$ cat config.mk
export PLATFORM = sky130hd
export DESIGN_NAME = riscv_csr_writeback_flat
export DESIGN_NICKNAME = d
export VERILOG_FILES = /design/src/rtl/riscv_csr_writeback_if.sv /design/src/rtl/riscv_csr_writeback.sv /design/src/flat_wrapper.sv
export SDC_FILE = /design/constraint.sdc
export NUM_CORES = 1
export LEC_CHECK = 0
export ABC_AREA = 1
export BUFFER_PORTS_ARGS = -buffer_cell sky130_fd_sc_hd__clkbuf_2
export CAP_MARGIN = 20
export CORE_MARGIN = 2
export CORE_UTILIZATION = 35
export DETAILED_ROUTE_END_ITERATION = 6
export PLACE_DENSITY_LB_ADDON = 0.08
export SYNTH_ARGS = -nofsm -noshare
export SYNTH_HDL_FRONTEND = slang
export SYNTH_SLANG_ARGS = --single-unit
$ cat constraint.sdc
create_clock -name clk_i -period 24.6 [get_ports clk_i]
set_input_delay 3.69 -clock clk_i [delete_from_list [all_inputs] [get_ports clk_i]]
set_output_delay 3.69 -clock clk_i [all_outputs]
set_load 0.05 [all_outputs]
$ cat src/rtl/riscv_csr_writeback_if.sv
// riscv_csr_writeback_if
//   Bundles the E1 CSR result, the E2 LSU fault and interrupt inputs, and the
//   csr_writeback_* / rd / squash outputs of riscv_csr_writeback.
//   slave  : the writeback block (consumes E1/E2 inputs, drives results)
//   master : the surrounding pipeline (drives E1/E2 inputs, consumes results)
interface riscv_csr_writeback_if;
    logic        opcode_valid_e1_i;
    logic [31:0] opcode_opcode_e1_i;
    logic [31:0] opcode_pc_e1_i;
    logic [31:0] csr_result_e1_value_i;
    logic        csr_result_e1_write_i;
    logic [31:0] csr_result_e1_wdata_i;
    logic [5:0]  csr_result_e1_exception_i;
    logic [5:0]  lsu_exception_e2_i;
    logic [31:0] lsu_addr_e2_i;
    logic        take_interrupt_i;
    logic        stall_i;

    logic        csr_writeback_write_o;
    logic [11:0] csr_writeback_waddr_o;
    logic [31:0] csr_writeback_wdata_o;
    logic [5:0]  csr_writeback_exception_o;
    logic [31:0] csr_writeback_exception_pc_o;
    logic [31:0] csr_writeback_exception_addr_o;
    logic        writeback_valid_o;
    logic [31:0] writeback_value_o;
    logic        squash_o;
    logic        interrupt_inhibit_o;

    modport slave (
        input  opcode_valid_e1_i, opcode_opcode_e1_i, opcode_pc_e1_i,
               csr_result_e1_value_i, csr_result_e1_write_i, csr_result_e1_wdata_i,
               csr_result_e1_exception_i, lsu_exception_e2_i, lsu_addr_e2_i,
               take_interrupt_i, stall_i,
        output csr_writeback_write_o, csr_writeback_waddr_o, csr_writeback_wdata_o,
               csr_writeback_exception_o, csr_writeback_exception_pc_o,
               csr_writeback_exception_addr_o, writeback_valid_o, writeback_value_o,
               squash_o, interrupt_inhibit_o
    );

    modport master (
        output opcode_valid_e1_i, opcode_opcode_e1_i, opcode_pc_e1_i,
               csr_result_e1_value_i, csr_result_e1_write_i, csr_result_e1_wdata_i,
               csr_result_e1_exception_i, lsu_exception_e2_i, lsu_addr_e2_i,
               take_interrupt_i, stall_i,
        input  csr_writeback_write_o, csr_writeback_waddr_o, csr_writeback_wdata_o,
               csr_writeback_exception_o, csr_writeback_exception_pc_o,
               csr_writeback_exception_addr_o, writeback_valid_o, writeback_value_o,
               squash_o, interrupt_inhibit_o
    );
endinterface

$ cat src/rtl/riscv_csr_writeback.sv
// riscv_csr_writeback
//   Carries registered E1 CSR results through E2 and WB, merges E2 LSU faults and
//   pending interrupts, and decodes the WB register into the CSR commit/trap
//   bundle, rd writeback, pipeline squash and interrupt_inhibit.
// Ports
//   clk_i  : clock
//   rst_i  : asynchronous active-high reset
//   bus    : riscv_csr_writeback_if.slave (E1/E2 inputs, csr_writeback_*/rd outputs)
// Configuration
//   RISCV_CSR_WB_TVAL_EN : when defined, an illegal instruction reports the
//   captured value (faulting opcode) as exception_addr; otherwise 0.
module riscv_csr_writeback (
    input  logic                   clk_i,
    input  logic                   rst_i,
    riscv_csr_writeback_if.slave   bus
);
    localparam logic [5:0] EXC_MISALIGNED_FETCH = 6'h10;
    localparam logic [5:0] EXC_FAULT_FETCH      = 6'h11;
    localparam logic [5:0] EXC_ILLEGAL          = 6'h12;
    localparam logic [5:0] EXC_PAGE_FAULT_INST  = 6'h1c;
    localparam logic [5:0] EXC_INTERRUPT        = 6'h20;
    localparam logic [5:0] EXC_FENCE            = 6'h34;

    typedef struct packed {
        logic        valid;
        logic [31:0] pc;
        logic [11:0] waddr;
        logic [31:0] value;
        logic        write;
        logic [31:0] wdata;
        logic [5:0]  exc;
    } e2_t;

    typedef struct packed {
        logic        valid;
        logic [31:0] pc;
        logic [11:0] waddr;
        logic [31:0] value;
        logic        write;
        logic [31:0] wdata;
        logic [5:0]  exc;
        logic [31:0] addr;
    } wb_t;

    e2_t         e2_q, e2_d;
    wb_t         wb_q, wb_d;
    logic        squash;
    logic [5:0]  exc_m;
    logic [31:0] addr_m;
    logic        write_m;
    logic        e2_fetch_fault;

    assign squash = wb_q.valid & (wb_q.exc != 6'd0);

    assign e2_fetch_fault = (e2_q.exc == EXC_MISALIGNED_FETCH) |
                            (e2_q.exc == EXC_FAULT_FETCH) |
                            (e2_q.exc == EXC_PAGE_FAULT_INST);

    // E2 next state: squash kills E2 and refuses E1 even under stall.
    always_comb begin
        e2_d = e2_q;
        if (squash) begin
            e2_d = '0;
        end else if (!bus.stall_i) begin
            e2_d = '0;
            if (bus.opcode_valid_e1_i) begin
                e2_d.valid = 1'b1;
                e2_d.pc    = bus.opcode_pc_e1_i;
                e2_d.waddr = bus.opcode_opcode_e1_i[31:20];
                e2_d.value = bus.csr_result_e1_value_i;
                e2_d.write = bus.csr_result_e1_write_i;
                e2_d.wdata = bus.csr_result_e1_wdata_i;
                e2_d.exc   = bus.csr_result_e1_exception_i;
            end
        end
    end

    // E2 -> WB merge: E1 exception first, then LSU fault, then interrupt.
    always_comb begin
        exc_m   = e2_q.exc;
        addr_m  = 32'd0;
        write_m = e2_q.write;
        if (e2_q.exc != 6'd0) begin
            if (e2_fetch_fault) begin
                addr_m = e2_q.pc;
            end else if (e2_q.exc == EXC_ILLEGAL) begin
`ifdef RISCV_CSR_WB_TVAL_EN
                addr_m = e2_q.value;
`else
                addr_m = 32'd0;
`endif
            end
        end else if (bus.lsu_exception_e2_i != 6'd0) begin
            exc_m  = bus.lsu_exception_e2_i;
            addr_m = bus.lsu_addr_e2_i;
        end

        // An interrupt is taken on an instruction that is not already trapping;
        // a fence is a benign slot for it, so it is overridden as well.
        if (bus.take_interrupt_i && e2_q.valid &&
            ((exc_m == 6'd0) || (exc_m == EXC_FENCE))) begin
            exc_m   = EXC_INTERRUPT;
            addr_m  = 32'd0;
            write_m = 1'b0;
        end

        // Stall or squash loads a bubble so each instruction sits in WB once.
        wb_d = '0;
        if (e2_q.valid && !bus.stall_i && !squash) begin
            wb_d.valid = 1'b1;
            wb_d.pc    = e2_q.pc;
            wb_d.waddr = e2_q.waddr;
            wb_d.value = e2_q.value;
            wb_d.write = write_m;
            wb_d.wdata = e2_q.wdata;
            wb_d.exc   = exc_m;
            wb_d.addr  = addr_m;
        end
    end

    always_ff @(posedge clk_i or posedge rst_i) begin
        if (rst_i) begin
            e2_q <= '0;
            wb_q <= '0;
        end else begin
            e2_q <= e2_d;
            wb_q <= wb_d;
        end
    end

    assign bus.csr_writeback_write_o          = wb_q.valid & wb_q.write & (wb_q.exc == 6'd0);
    assign bus.csr_writeback_waddr_o          = wb_q.waddr;
    assign bus.csr_writeback_wdata_o          = wb_q.wdata;
    assign bus.csr_writeback_exception_o      = wb_q.exc;
    assign bus.csr_writeback_exception_pc_o   = wb_q.pc;
    assign bus.csr_writeback_exception_addr_o = wb_q.addr;
    assign bus.writeback_valid_o              = wb_q.valid & wb_q.write & (wb_q.exc == 6'd0);
    assign bus.writeback_value_o              = wb_q.value;
    assign bus.squash_o                       = squash;

    // Hold off interrupts while a CSR update or trap is still in flight.
    assign bus.interrupt_inhibit_o =
        (e2_q.valid & (e2_q.write | (e2_q.exc != 6'd0))) |
        (wb_q.valid & (wb_q.write | (wb_q.exc != 6'd0)));
endmodule

$ cat src/flat_wrapper.sv
// flat-port wrapper written by rule: the top's interface ports become plain ports
module riscv_csr_writeback_flat 
  (clk_i, rst_i, bus_opcode_valid_e1_i, bus_opcode_opcode_e1_i, bus_opcode_pc_e1_i, bus_csr_result_e1_value_i, bus_csr_result_e1_write_i, bus_csr_result_e1_wdata_i, bus_csr_result_e1_exception_i, bus_lsu_exception_e2_i, bus_lsu_addr_e2_i, bus_take_interrupt_i, bus_stall_i, bus_csr_writeback_write_o, bus_csr_writeback_waddr_o, bus_csr_writeback_wdata_o, bus_csr_writeback_exception_o, bus_csr_writeback_exception_pc_o, bus_csr_writeback_exception_addr_o, bus_writeback_valid_o, bus_writeback_value_o, bus_squash_o, bus_interrupt_inhibit_o);
  riscv_csr_writeback_if bus_i ();
  input  logic clk_i;
  input  logic rst_i;
  input wire logic [$bits(bus_i.opcode_valid_e1_i)-1:0] bus_opcode_valid_e1_i;
  input wire logic [$bits(bus_i.opcode_opcode_e1_i)-1:0] bus_opcode_opcode_e1_i;
  input wire logic [$bits(bus_i.opcode_pc_e1_i)-1:0] bus_opcode_pc_e1_i;
  input wire logic [$bits(bus_i.csr_result_e1_value_i)-1:0] bus_csr_result_e1_value_i;
  input wire logic [$bits(bus_i.csr_result_e1_write_i)-1:0] bus_csr_result_e1_write_i;
  input wire logic [$bits(bus_i.csr_result_e1_wdata_i)-1:0] bus_csr_result_e1_wdata_i;
  input wire logic [$bits(bus_i.csr_result_e1_exception_i)-1:0] bus_csr_result_e1_exception_i;
  input wire logic [$bits(bus_i.lsu_exception_e2_i)-1:0] bus_lsu_exception_e2_i;
  input wire logic [$bits(bus_i.lsu_addr_e2_i)-1:0] bus_lsu_addr_e2_i;
  input wire logic [$bits(bus_i.take_interrupt_i)-1:0] bus_take_interrupt_i;
  input wire logic [$bits(bus_i.stall_i)-1:0] bus_stall_i;
  output wire logic [$bits(bus_i.csr_writeback_write_o)-1:0] bus_csr_writeback_write_o;
  output wire logic [$bits(bus_i.csr_writeback_waddr_o)-1:0] bus_csr_writeback_waddr_o;
  output wire logic [$bits(bus_i.csr_writeback_wdata_o)-1:0] bus_csr_writeback_wdata_o;
  output wire logic [$bits(bus_i.csr_writeback_exception_o)-1:0] bus_csr_writeback_exception_o;
  output wire logic [$bits(bus_i.csr_writeback_exception_pc_o)-1:0] bus_csr_writeback_exception_pc_o;
  output wire logic [$bits(bus_i.csr_writeback_exception_addr_o)-1:0] bus_csr_writeback_exception_addr_o;
  output wire logic [$bits(bus_i.writeback_valid_o)-1:0] bus_writeback_valid_o;
  output wire logic [$bits(bus_i.writeback_value_o)-1:0] bus_writeback_value_o;
  output wire logic [$bits(bus_i.squash_o)-1:0] bus_squash_o;
  output wire logic [$bits(bus_i.interrupt_inhibit_o)-1:0] bus_interrupt_inhibit_o;
  assign bus_i.opcode_valid_e1_i = bus_opcode_valid_e1_i;
  assign bus_i.opcode_opcode_e1_i = bus_opcode_opcode_e1_i;
  assign bus_i.opcode_pc_e1_i = bus_opcode_pc_e1_i;
  assign bus_i.csr_result_e1_value_i = bus_csr_result_e1_value_i;
  assign bus_i.csr_result_e1_write_i = bus_csr_result_e1_write_i;
  assign bus_i.csr_result_e1_wdata_i = bus_csr_result_e1_wdata_i;
  assign bus_i.csr_result_e1_exception_i = bus_csr_result_e1_exception_i;
  assign bus_i.lsu_exception_e2_i = bus_lsu_exception_e2_i;
  assign bus_i.lsu_addr_e2_i = bus_lsu_addr_e2_i;
  assign bus_i.take_interrupt_i = bus_take_interrupt_i;
  assign bus_i.stall_i = bus_stall_i;
  assign bus_csr_writeback_write_o = bus_i.csr_writeback_write_o;
  assign bus_csr_writeback_waddr_o = bus_i.csr_writeback_waddr_o;
  assign bus_csr_writeback_wdata_o = bus_i.csr_writeback_wdata_o;
  assign bus_csr_writeback_exception_o = bus_i.csr_writeback_exception_o;
  assign bus_csr_writeback_exception_pc_o = bus_i.csr_writeback_exception_pc_o;
  assign bus_csr_writeback_exception_addr_o = bus_i.csr_writeback_exception_addr_o;
  assign bus_writeback_valid_o = bus_i.writeback_valid_o;
  assign bus_writeback_value_o = bus_i.writeback_value_o;
  assign bus_squash_o = bus_i.squash_o;
  assign bus_interrupt_inhibit_o = bus_i.interrupt_inhibit_o;
  riscv_csr_writeback u_core (.clk_i(clk_i), .rst_i(rst_i), .bus(bus_i));
endmodule
Word level (Yosys, flattened, before mapping)
Cells that the tools add are included.
{"block": "totals", "out_inout_bits": 150, "word_cells": 54, "input_bits": 178, "regBits": 264}
{"block": "classes", "bitwise": 10, "eq_ne": 5, "n_reduce_logical": 12, "muxes": 12}
{"op": "$mux W116", "n": 3}
{"op": "$mux W148", "n": 1}
{"op": "$mux W32", "n": 4}
{"op": "$eq A6 B5 Y1 const B", "n": 3}
{"op": "$mux W6", "n": 3}
{"op": "$reduce_bool A6 Y1", "n": 3}
{"op": "$logic_not A6 Y1", "n": 2}
{"op": "$eq A6 B6 Y1 const B", "n": 1}
{"op": "$and A1 B1 Y1", "n": 5}
{"op": "$or A1 B1 Y1", "n": 5}
{"op": "$logic_and A1 B1 Y1", "n": 4}
{"op": "$logic_not A1 Y1", "n": 2}
{"op": "$ne A2 B1 Y1 const B", "n": 1}
{"op": "$logic_or A1 B1 Y1", "n": 1}
{"op": "$mux W1", "n": 1}

Logic depth before layout (Yosys ltp)
{"block": "logic_depth", "depth_word": 8, "ltp_mapped": 13, "mapped_depth_nobuf": 11}

Worst setup path before layout
Ideal clock, no wire load.
{"block": "synth_path", "path_type": "register to output", "from": "register u_core.wb_q (netlist bit u_core.bus.csr_writeback_exception_o[1])", "to": "output port bus_writeback_valid_o", "n_path_buf": 1, "required_time_ns": 20.910, "path_stages_with_launch": 5, "t_arrival_ns": 1.560, "path_slack_ns": 19.350, "path_cell_list": "dfrtp_1 -> nor2_1 -> nand3_1 -> nor2_1 -> buf_4"}
{"block": "synth_between", "elab_chain_cells": 2}
{"item": "start: declaration", "line_no": "riscv_csr_writeback.sv:46", "source": "wb_t wb_q, wb_d;"}
{"item": "start signal: assignment", "line_no": "riscv_csr_writeback.sv:127", "source": "wb_q <= wb_d;"}
{"item": "$logic_not A6 Y1"}
{"item": "$and A1 B1 Y1"}
{"item": "end: declaration", "line_no": "flat_wrapper.sv:24", "source": "output wire logic [$bits(bus_i.writeback_valid_o)-1:0] bus_writeback_valid_o;"}
No other way between the ends.

Worst setup path after layout
{"block": "layout_path", "from": "input port bus_stall_i", "to": "register u_core.e2_q[40] in the netlist's numbering"}
{"block": "layout_between", "elab_chain_cells": 1}
{"item": "start: declaration", "line_no": "flat_wrapper.sv:17", "source": "input wire logic [$bits(bus_i.stall_i)-1:0] bus_stall_i;"}
{"item": "$ne A2 B1 Y1 (no source line)"}
{"item": "end signal: assignment", "line_no": "riscv_csr_writeback.sv:123", "source": "e2_q <= '0;"}
{"item": "end signal: assignment", "line_no": "riscv_csr_writeback.sv:126", "source": "e2_q <= e2_d;"}
{"item": "end: declaration", "line_no": "riscv_csr_writeback.sv:45", "source": "e2_t e2_q, e2_d;"}
No other way between the ends.
A chain may end at the register's enable or synchronous reset.

==> reports/metrics.csv <==
metric,value,unit
clock_path_buffers,3,
clkPwrFrac,40.4,%
syn_avg_cell_area,10.01,um^2
power,1.116,mW
p_per_area,86.59,nW/um^2
dr_total_vias,7224,
end_kind,flop,
clk_latency,550,ps
die_area,33150,um^2
p_sw_share,29.07,%
std_cell_rows,65,
root_buffer,clkbuf_16,
place_hpwl,16960,um
grtUsageTotal,16.37,%
cap_violations,0,
hold_viol,0,
p_sw,0.3243,mW
fmax,175.8,MHz
numCtsBuffers,30,
rrSetupSlack,21390,ps
drive_above_1_share,32.11,%
critPathMaxFanout,70,
cts_setup_buffers,0,
cts_tree,built,
setup_viol,0,
areaGrowthSynthToFinish,16.08,%
min_period,5689,ps
start_util,35.35,%
fillers,3231,
final.setup_skew,10.98,ps
arrival,6140,ps
whs,479.6,ps
min_path_type,flop to flop,
synth_cell_type_count,25,
synth_fp_nets,1287,
cts.sinks,264,
cp-start-kind,input pin,
wl,26940,um
grt_max_degree,140,
num_io_pins,328,
finalMaxSlewViolations,0,
yosys_warnings,0,
finalCritPeriodShare,23.13,%
leakagePower,6.990,nW
ir_worst_vdd,0.05012,mV
cts_hold_buf,0,
drt_first_pass_iters,5,
ant_nets,0,
antenna_found_initial,4,
grt_pass1_vias,7535,
cp.required,25050,ps
intPower,0.7912,mW
grt_pass1_wl,42530,um
synth-seq-cells,264,
clkTransAtPathRegs,60,ps
drtIter0Drc,332,
drt-wirelength-per-cell,16.02,um
grt_remaining_overflow,0,
synth_area,11100,um^2
tightest_slew,975.7,ps
outcome,"complete, no violations",
slew_headroom,34.96,%
yosysSeqAreaShare,59.53,%
postLayoutCoreUtil,41.04,%
rsz0062_at_grt,false,
netlist_instances,1109,
port_buffers,307,
core-area,31390,um^2
post_cts_resize_count,0,
dieHeight,182.1,um
htree_levels,1,
die_w,182.1,um
finalSetupTns,0,ps
drc,0,
critPathKind,input pin to flop,
vias_per_cell,4.297,
combPwrFrac,16.6,%
fin_nets,1437,
seqPwrFrac,42.9,%
finalWeightedCongestion,0.7263,
-- power groups by stage --
stage,Combinational [mW],Sequential [mW],Clock (mW)
after floorplan,0.155,0.485,0
after detailed placement,0.188,0.487,0
after CTS,0.189,0.479,0.466
after global placement,0.187,0.487,0
final,0.185,0.479,0.451
after global routing,0.206,0.482,0.485
-- path summary, 6_finish.rpt --
path / start / endpoint / cells after the start
setup / recovery: bus_stall_i / u_core.e2_q[40] / 5
hold / removal: u_core.e2_q[68] / u_core.bus.writeback_value_o[29] / 2
setup reg to reg: u_core.bus.csr_writeback_exception_o[5] / u_core.e2_q[40] / 7
hold reg to reg: u_core.e2_q[68] / u_core.bus.writeback_value_o[29] / 2
max in group asynchronous: rst_i / u_core.bus.writeback_value_o[0] / 3
min in group asynchronous: rst_i / u_core.bus.writeback_value_o[4] / 2
-- cells by family (layout without fill, tap and decap cells) --
kind of cell | after synthesis | count (layout) | share of synthesized area [%]
other | 0 | 2 | 0
DFF | 264 | 264 | 59.53
AOI/OAI and AO/OA | 154 | 154 | 8.286
buffers and inverters | 465 | 633 | 21.40
and+or+nand+nor | 226 | 226 | 10.79
-- Yosys cell counts --
cell type | instances | area, um^2
a21oi_2 | 1 | 8.760
nand2_4 | 1 | 11.26
buf_2 | 17 | 85.08
inv_2 | 3 | 11.26
inv_1 | 266 | 998.5
nand2_8 | 1 | 20.02
nor2_2 | 4 | 25.02
o21ai_1 | 1 | 5.000
nor2_1 | 125 | 469.2
nand2_2 | 2 | 12.51
buf_4 | 147 | 1104
a21oi_1 | 3 | 15.01
nand3b_2 | 1 | 11.26
nand4_1 | 2 | 12.51
buf_12 | 3 | 60.06
nor2_4 | 31 | 349.1
dfrtp_1 | 264 | 6606
clkbuf_1 | 28 | 105.1
o31ai_1 | 1 | 7.510
nand3_1 | 42 | 210.2
nor3_4 | 1 | 16.27
buf_6 | 1 | 11.26
nand2_1 | 16 | 60.06
o22ai_1 | 114 | 713.2
o21ai_0 | 34 | 170.2
-- per-stage QoR --
step                setup WS [ps]  instances  cell area, um^2
floorplan                   13640       1109            11100
global placement            18200       1628            11860
detailed placement          18200       1628            11860
CTS                         18770       1678            12860
global route                18620       1679            12880
finish                      18910       1681            12880
-- critical path, stage by stage --
cell	delay [ps]
clkbuf_2	140
nand2_4	500
nand3_4	910
buf_4	640
o22ai_1	220
-- cell usage in the layout, fill, tap and decap left out, types with 2 or more instances in the layout --
master | Yosys | final
a21oi_1 | 3 | 3
buf_4 | 147 | 6
bufinv_16 | 0 | 2
clkbuf_1 | 28 | 3
clkbuf_16 | 0 | 31
clkbuf_2 | 0 | 307
clkbuf_8 | 0 | 9
clkinv_2 | 0 | 4
dfrtp_1 | 264 | 264
diode_2 | 0 | 2
inv_1 | 266 | 265
inv_2 | 3 | 2
nand2_1 | 16 | 15
nand2_2 | 2 | 2
nand2_4 | 1 | 2
nand3_1 | 42 | 40
nand4_1 | 2 | 2
nor2_1 | 125 | 125
nor2_2 | 4 | 3
nor2_4 | 31 | 32
o21ai_0 | 34 | 34
o22ai_1 | 114 | 114
-- sequential cells by signal, summed over array words and instances, names as in the netlist --
name,flops
u_core.bus.csr_writeback_exception_addr_o,32
u_core.bus.csr_writeback_exception_o,6
u_core.bus.csr_writeback_exception_pc_o,32
u_core.bus.csr_writeback_waddr_o,12
u_core.bus.csr_writeback_wdata_o,32
u_core.bus.writeback_value_o,32
u_core.e2_q,116
u_core.wb_q,2
-- area by class of cell --
cell class	count	area, um^2	share of cell area (%)
antenna	2	5.005	0.03885
timing repair buffer	314	1602	12.43
inverter	269	1020	7.916
multi-input combinational	380	2147	16.67
tap	402	503.0	3.904
clock inverter	7	88.84	0.6896
sequential	264	6606	51.28
clock buffer	43	910.9	7.071
-- per-layer routing --
layer	wire (um)	GRT usage, %
met5	27	0
met4	624	4.032
met3	2456	6.107
met2	12380	26.66
met1	11450	20.70
No activity file was read; power rests on OpenSTA's default activity.
